===== src/rtl/pipe_stage_reg_pkg.sv =====
// Shared MIPS pipeline-boundary constants and helpers for pipe_stage_reg.
// NOP_WORD is the payload a stage holds after reset or a flush (a bubble).
package pipe_stage_reg_pkg;

  // sll $0,$0,0 encodes as all zeros
  localparam logic [31:0] NOP_WORD = 32'h0000_0000;

  localparam int IFID_W  = 64;
  localparam int IDEX_W  = 148;
  localparam int EXMEM_W = 107;
  localparam int MEMWB_W = 71;

  // Source of the main entry's next payload.
  typedef enum logic {
    SRC_IN   = 1'b0,
    SRC_SKID = 1'b1
  } main_src_e;

  function automatic logic [1:0] entries_held(input logic main_v, input logic skid_v);
    return {1'b0, main_v} + {1'b0, skid_v};
  endfunction

endpackage


===== src/rtl/pipe_entry.sv =====
// One pipeline entry: a valid bit plus WIDTH-bit payload with load, drop
// (invalidate, payload kept) and clear-to-INIT_VALUE (flush).
module pipe_entry #(
  parameter int              WIDTH      = 32,
  parameter logic [WIDTH-1:0] INIT_VALUE = '0
) (
  input  logic             i_clk,
  input  logic             i_rst_n,
  input  logic             i_clear,
  input  logic             i_load,
  input  logic             i_drop,
  input  logic [WIDTH-1:0] i_data,
  output logic             o_valid,
  output logic [WIDTH-1:0] o_data
);

  // NOTE: non-blocking assignments so every flop samples pre-edge values.
  always_ff @(posedge i_clk or negedge i_rst_n) begin
    if (!i_rst_n) begin
      o_valid <= 1'b0;
      o_data  <= INIT_VALUE;
    end else if (i_clear) begin
      o_valid <= 1'b0;
      o_data  <= INIT_VALUE;
    end else if (i_load) begin
      o_valid <= 1'b1;
      o_data  <= i_data;
    end else if (i_drop) begin
      o_valid <= 1'b0;
    end
  end

endmodule


===== src/rtl/pipe_stage_reg.sv =====
// MIPS datapath stage register with valid/ready, stall and flush. SKID=1 adds
// a second entry so o_ready is a flop, cutting the ready chain between stages.
module pipe_stage_reg
  import pipe_stage_reg_pkg::*;
#(
  parameter int               WIDTH      = 32,
  parameter logic [WIDTH-1:0] INIT_VALUE = WIDTH'(NOP_WORD),
  parameter int               SKID       = 1
) (
  input  logic             i_clk,
  input  logic             i_rst_n,
  input  logic             i_flush,
  input  logic             i_stall,
  input  logic             i_valid,
  input  logic [WIDTH-1:0] i_data,
  output logic             o_ready,
  output logic             o_valid,
  output logic [WIDTH-1:0] o_data,
  input  logic             i_ready,
  output logic [1:0]       o_count
);

  logic             main_valid;
  logic [WIDTH-1:0] main_data;
  logic             skid_valid;
  logic [WIDTH-1:0] skid_data;
  logic             accept;
  logic             emit;
  logic             main_load;
  logic             main_drop;
  main_src_e        main_src;
  logic [WIDTH-1:0] main_din;

  assign accept = i_valid & o_ready;
  assign emit   = main_valid & i_ready & ~i_stall;

  // NOTE: every always_comb output gets a default first so no latch is inferred.
  always_comb begin
    main_load = 1'b0;
    main_drop = 1'b0;
    main_src  = SRC_IN;
    if (skid_valid) begin
      // Full stage: o_ready is low, so the only movement is skid -> main.
      if (emit) begin
        main_load = 1'b1;
        main_src  = SRC_SKID;
      end
    end else if (accept && (!main_valid || emit)) begin
      main_load = 1'b1;
    end else if (emit && !accept) begin
      main_drop = 1'b1;
    end
  end

  assign main_din = (main_src == SRC_SKID) ? skid_data : i_data;

  pipe_entry #(
    .WIDTH      (WIDTH),
    .INIT_VALUE (INIT_VALUE)
  ) u_main (
    .i_clk   (i_clk),
    .i_rst_n (i_rst_n),
    .i_clear (i_flush),
    .i_load  (main_load),
    .i_drop  (main_drop),
    .i_data  (main_din),
    .o_valid (main_valid),
    .o_data  (main_data)
  );

  generate
    if (SKID != 0) begin : g_skid
      // A beat arriving while main is blocked parks here; it leaves only via main.
      pipe_entry #(
        .WIDTH      (WIDTH),
        .INIT_VALUE (INIT_VALUE)
      ) u_skid (
        .i_clk   (i_clk),
        .i_rst_n (i_rst_n),
        .i_clear (i_flush),
        .i_load  (accept & main_valid & ~emit),
        .i_drop  (emit),
        .i_data  (i_data),
        .o_valid (skid_valid),
        .o_data  (skid_data)
      );
      assign o_ready = ~skid_valid;
    end else begin : g_pass
      assign skid_valid = 1'b0;
      assign skid_data  = INIT_VALUE;
      assign o_ready    = ~main_valid | (i_ready & ~i_stall);
    end
  endgenerate

  assign o_valid = main_valid;
  assign o_data  = main_data;
  assign o_count = entries_held(main_valid, skid_valid);

endmodule


===== config.mk =====
export PLATFORM = sky130hd
export DESIGN_NAME = pipe_stage_reg
export DESIGN_NICKNAME = d
export VERILOG_FILES = /design/src/rtl/pipe_stage_reg_pkg.sv /design/src/rtl/pipe_entry.sv /design/src/rtl/pipe_stage_reg.sv
export SDC_FILE = /design/constraint.sdc
export NUM_CORES = 1
export LEC_CHECK = 0
export ABC_AREA = 1
export CAP_MARGIN = 0
export CELL_PAD_IN_SITES_DETAIL_PLACEMENT = 0
export CELL_PAD_IN_SITES_GLOBAL_PLACEMENT = 1
export CORE_MARGIN = 10
export CORE_UTILIZATION = 33
export CTS_CLUSTER_DIAMETER = 50
export DETAILED_ROUTE_END_ITERATION = 6
export HOLD_SLACK_MARGIN = 0.05
export PLACE_DENSITY_LB_ADDON = 0.15
export SLEW_MARGIN = 20
export SYNTH_ARGS = -nofsm -noshare
export SYNTH_HDL_FRONTEND = slang
export SYNTH_SLANG_ARGS = --single-unit

===== constraint.sdc =====
create_clock -name i_clk -period 1.4 [get_ports i_clk]
set_clock_uncertainty 0.15 [all_clocks]
set_input_delay 0.28 -clock i_clk [delete_from_list [all_inputs] [get_ports i_clk]]
set_output_delay 0.28 -clock i_clk [all_outputs]
set_load 0.03 [all_outputs]

==> flow_metrics.env <==
export IMPL_post_route_period_util_pct=120.8
export IMPL_synth_seq_cells=66
export IMPL_pre_cts_ws_ns=-0.6620
export IMPL_tritoncts="done"
export IMPL_final_util_pct=54.12
export IMPL_worstMarginPinSlew_ns=0.3545
export IMPL_synthesis_nets=449
export IMPL_cts_root_buf="clkbuf_8"
export IMPL_final_common_cell="nand2_1"
export IMPL_htree_levels=3
export IMPL_nFillCells=905
export IMPL_dieArea_mm2=0.01421
export IMPL_grt_usage_pct=15.72
export IMPL_design_area_mm2=0.005241
export IMPL_arrival_ns=1.26
export IMPL_synth_cell_types=15
export IMPL_cp_required_ns=0.97
export IMPL_setup_ws_ns=-0.2919
export IMPL_slew_headroom_pct=76.37
export IMPL_hold_slack_ns=0.2292
export IMPL_rrSetupSlack_ns=-0.26
export IMPL_cp_max_fo=2
export IMPL_wl_per_cell_um=17.54
export IMPL_num_antenna_cells=0
export IMPL_finalHoldViolations=0
export IMPL_maxCapViolCount=0
export IMPL_startpoint_type="flip-flop"
export IMPL_crit_reg2reg_launch="g_skid.u_skid.o_valid$_DFFE_PN0P_"
export IMPL_grt_max_degree=41
export IMPL_leakage_nw=2.690
export IMPL_p_int_mw=3.447
export IMPL_ys_seq_area_share_pct=50.87
export IMPL_outcome="finished, violations left"
export IMPL_period_minus_slack_ns=1.692
export IMPL_r2r_end="g_skid.u_skid.o_data[16]$_DFFE_PN0P_"
export IMPL_nets=548
export IMPL_routabilityCongestion=0.7417
export IMPL_vias_per_cell=4.989
export IMPL_syn_area_mm2=0.003247
export IMPL_power_switching_mw=1.573
export IMPL_drive_gt1_share_pct=33.66
export IMPL_clk_pin_slew_ns=0.08
export IMPL_multi_input_area_mm2=0.001713
export IMPL_die_y_um=119.2
export IMPL_violations="setup timing"
export IMPL_io_pins=74
export IMPL_critPathKind="flip-flop to primary output"
export IMPL_start_util_pct=33.53
export IMPL_worstRegToRegCells=9
export IMPL_clk_latency_ns=0.34
export IMPL_placed_cell_area_mm2=0.004204
export IMPL_fmax_mhz=591.1
export IMPL_finalSetupViolCount=69
export IMPL_end_kind="primary output"
export IMPL_clock_sinks=66
export IMPL_p_clk_share_pct=33.5
export IMPL_cts_buffers=9
export IMPL_syn2layout_area_growth_pct=61.43
export IMPL_grt_pass1_wl_um=18170
export IMPL_core_area_mm2=0.009684
export IMPL_p_comb_share_pct=24.8
export IMPL_powerDensity_mw_per_mm2=957.9
export IMPL_ys_warn_count=0
export IMPL_dieWidth_um=119.2
export IMPL_syn_inst=410
export IMPL_cts_path_max_buffers=2
export IMPL_first_pass_iters=4
export IMPL_ant_nets=0
export IMPL_place_hpwl_um=6263
export IMPL_num_rows=36
export IMPL_rsz0062_at_grt="yes"
export IMPL_via_count=3228
export IMPL_final_max_slew_viol_count=0
export IMPL_register_area_mm2=0.001654
export IMPL_power_mw=5.021
export IMPL_hold_path_class="input port to asynchronous set/reset pin"
export IMPL_grt_pass1_vias=3324
export IMPL_antenna_found_initial=0
export IMPL_layout_common_cells="nand2_1 (131), nand3_1 (75), dfrtp_1 (64)"
export IMPL_drt_iter0_drc=205
export IMPL_synth_avg_cell_area_um2=7.919
export IMPL_port_buffer_count=73
export IMPL_overflow=0
export IMPL_routed_wl_um=11350
export IMPL_drc=0
export IMPL_p_seq_share_pct=41.7
export IMPL_ir_drop_mv=0.5708
export IMPL_swShare_pct=31.34
-- routing by layer --
metal / vias to the layer above / track usage [%] / share of wire, %
met2: 66 / 24.59 / 47
li1: 1582 / - / -
met3: 9 / 3.307 / 4.2
met4: 0 / 5.038 / 1.0
met5: - / 0 / 0
met1: 1571 / 21.19 / 48
-- logic make-up (layout without fill, tap and decap cells) --
| family | after synthesis | after routing | share of synthesized area [%] |
|---|---|---|---|
| and+or+nand+nor | 301 | 302 | 41.97 |
| DFF | 66 | 66 | 50.87 |
| buffers and inverters | 40 | 143 | 6.435 |
| AOI/OAI and AO/OA | 2 | 2 | 0.3468 |
| adders and majority gates | 1 | 1 | 0.3853 |
-- stage by stage --
stage	instances	setup TNS (ns)
floorplan	410	0
global placement	608	-29.81
detailed placement	608	-32.15
CTS	647	-11.23
global route	647	-15.62
finish	647	-11.45
-- power by group through the flow --
stage               registers, mW  clock network (mW)  logic (mW)
finish                       2.10                1.68        1.24
global route                 2.11                1.80        1.33
CTS                          2.09                1.71        1.19
detailed placement           2.13                   0       0.954
global placement             2.12                   0       0.950
floorplan                    2.26                   0       0.340
-- registers in the layout (all words and copies together) (netlist names) --
signal	count
g_skid.u_skid.o_data	32
g_skid.u_skid.o_valid	1
u_main.o_data	32
u_main.o_valid	1
-- critical path: stages, from the launching register on --
cell and delay (ns):
dfrtp_2 0.43, buf_6 0.13, ha_4 0.25, buf_6 0.12
-- final cells by class --
class	count	share of cell area [%]
clock inverters	6	1.265
repair buffers	121	28.07
well taps	133	3.175
multi-input cells	305	32.68
flip-flops and latches	66	31.56
inverters	6	0.6207
clock buffers	10	2.626
-- cell usage after synthesis --
cell      instances  area [µm²]
nand4_1          32       200.2
dfrtp_1          66        1652
buf_6             3       33.78
a21oi_1           1       5.000
nand2_2           4       25.02
clkbuf_1         10       37.54
a31oi_1           1       6.260
buf_4             4       30.03
inv_1             2       7.510
inv_2             4       15.01
nand2_1         166       623.1
nand3_1          96       480.5
buf_2            17       85.08
nor2_4            3       33.78
ha_1              1       12.51
-- what timing repair did --
action / in CTS / in global routing
hold endpoints to repair: 66 / 0
pin swaps: 11 / 19
hold buffers: 1 / 0
buffers inserted: 12 / 4
gates cloned: 10 / 1
setup endpoints to repair: 69 / 69
gates resized for setup: 74 / 55
-- worst max-delay path by stage --
stage                                 startpoint  slack, ns                                   end
6_report              u_main.o_valid$_DFFE_PN0P_      -0.29                            o_count[0]
5_1_grt        g_skid.u_skid.o_valid$_DFFE_PN0P_      -0.33   g_skid.u_skid.o_data[4]$_DFFE_PN0P_
4_1_cts               u_main.o_valid$_DFFE_PN0P_      -0.29                            o_count[0]
3_5_place_dp                             i_ready      -0.66          u_main.o_data[0]$_DFFE_PN0P_
3_3_place_gp                             i_ready      -0.58         u_main.o_data[10]$_DFFE_PN0P_
2_1_floorplan  g_skid.u_skid.o_valid$_DFFE_PN0P_       0.02  g_skid.u_skid.o_data[10]$_DFFE_PN0P_
No activity file was read; power rests on OpenSTA's default activity.
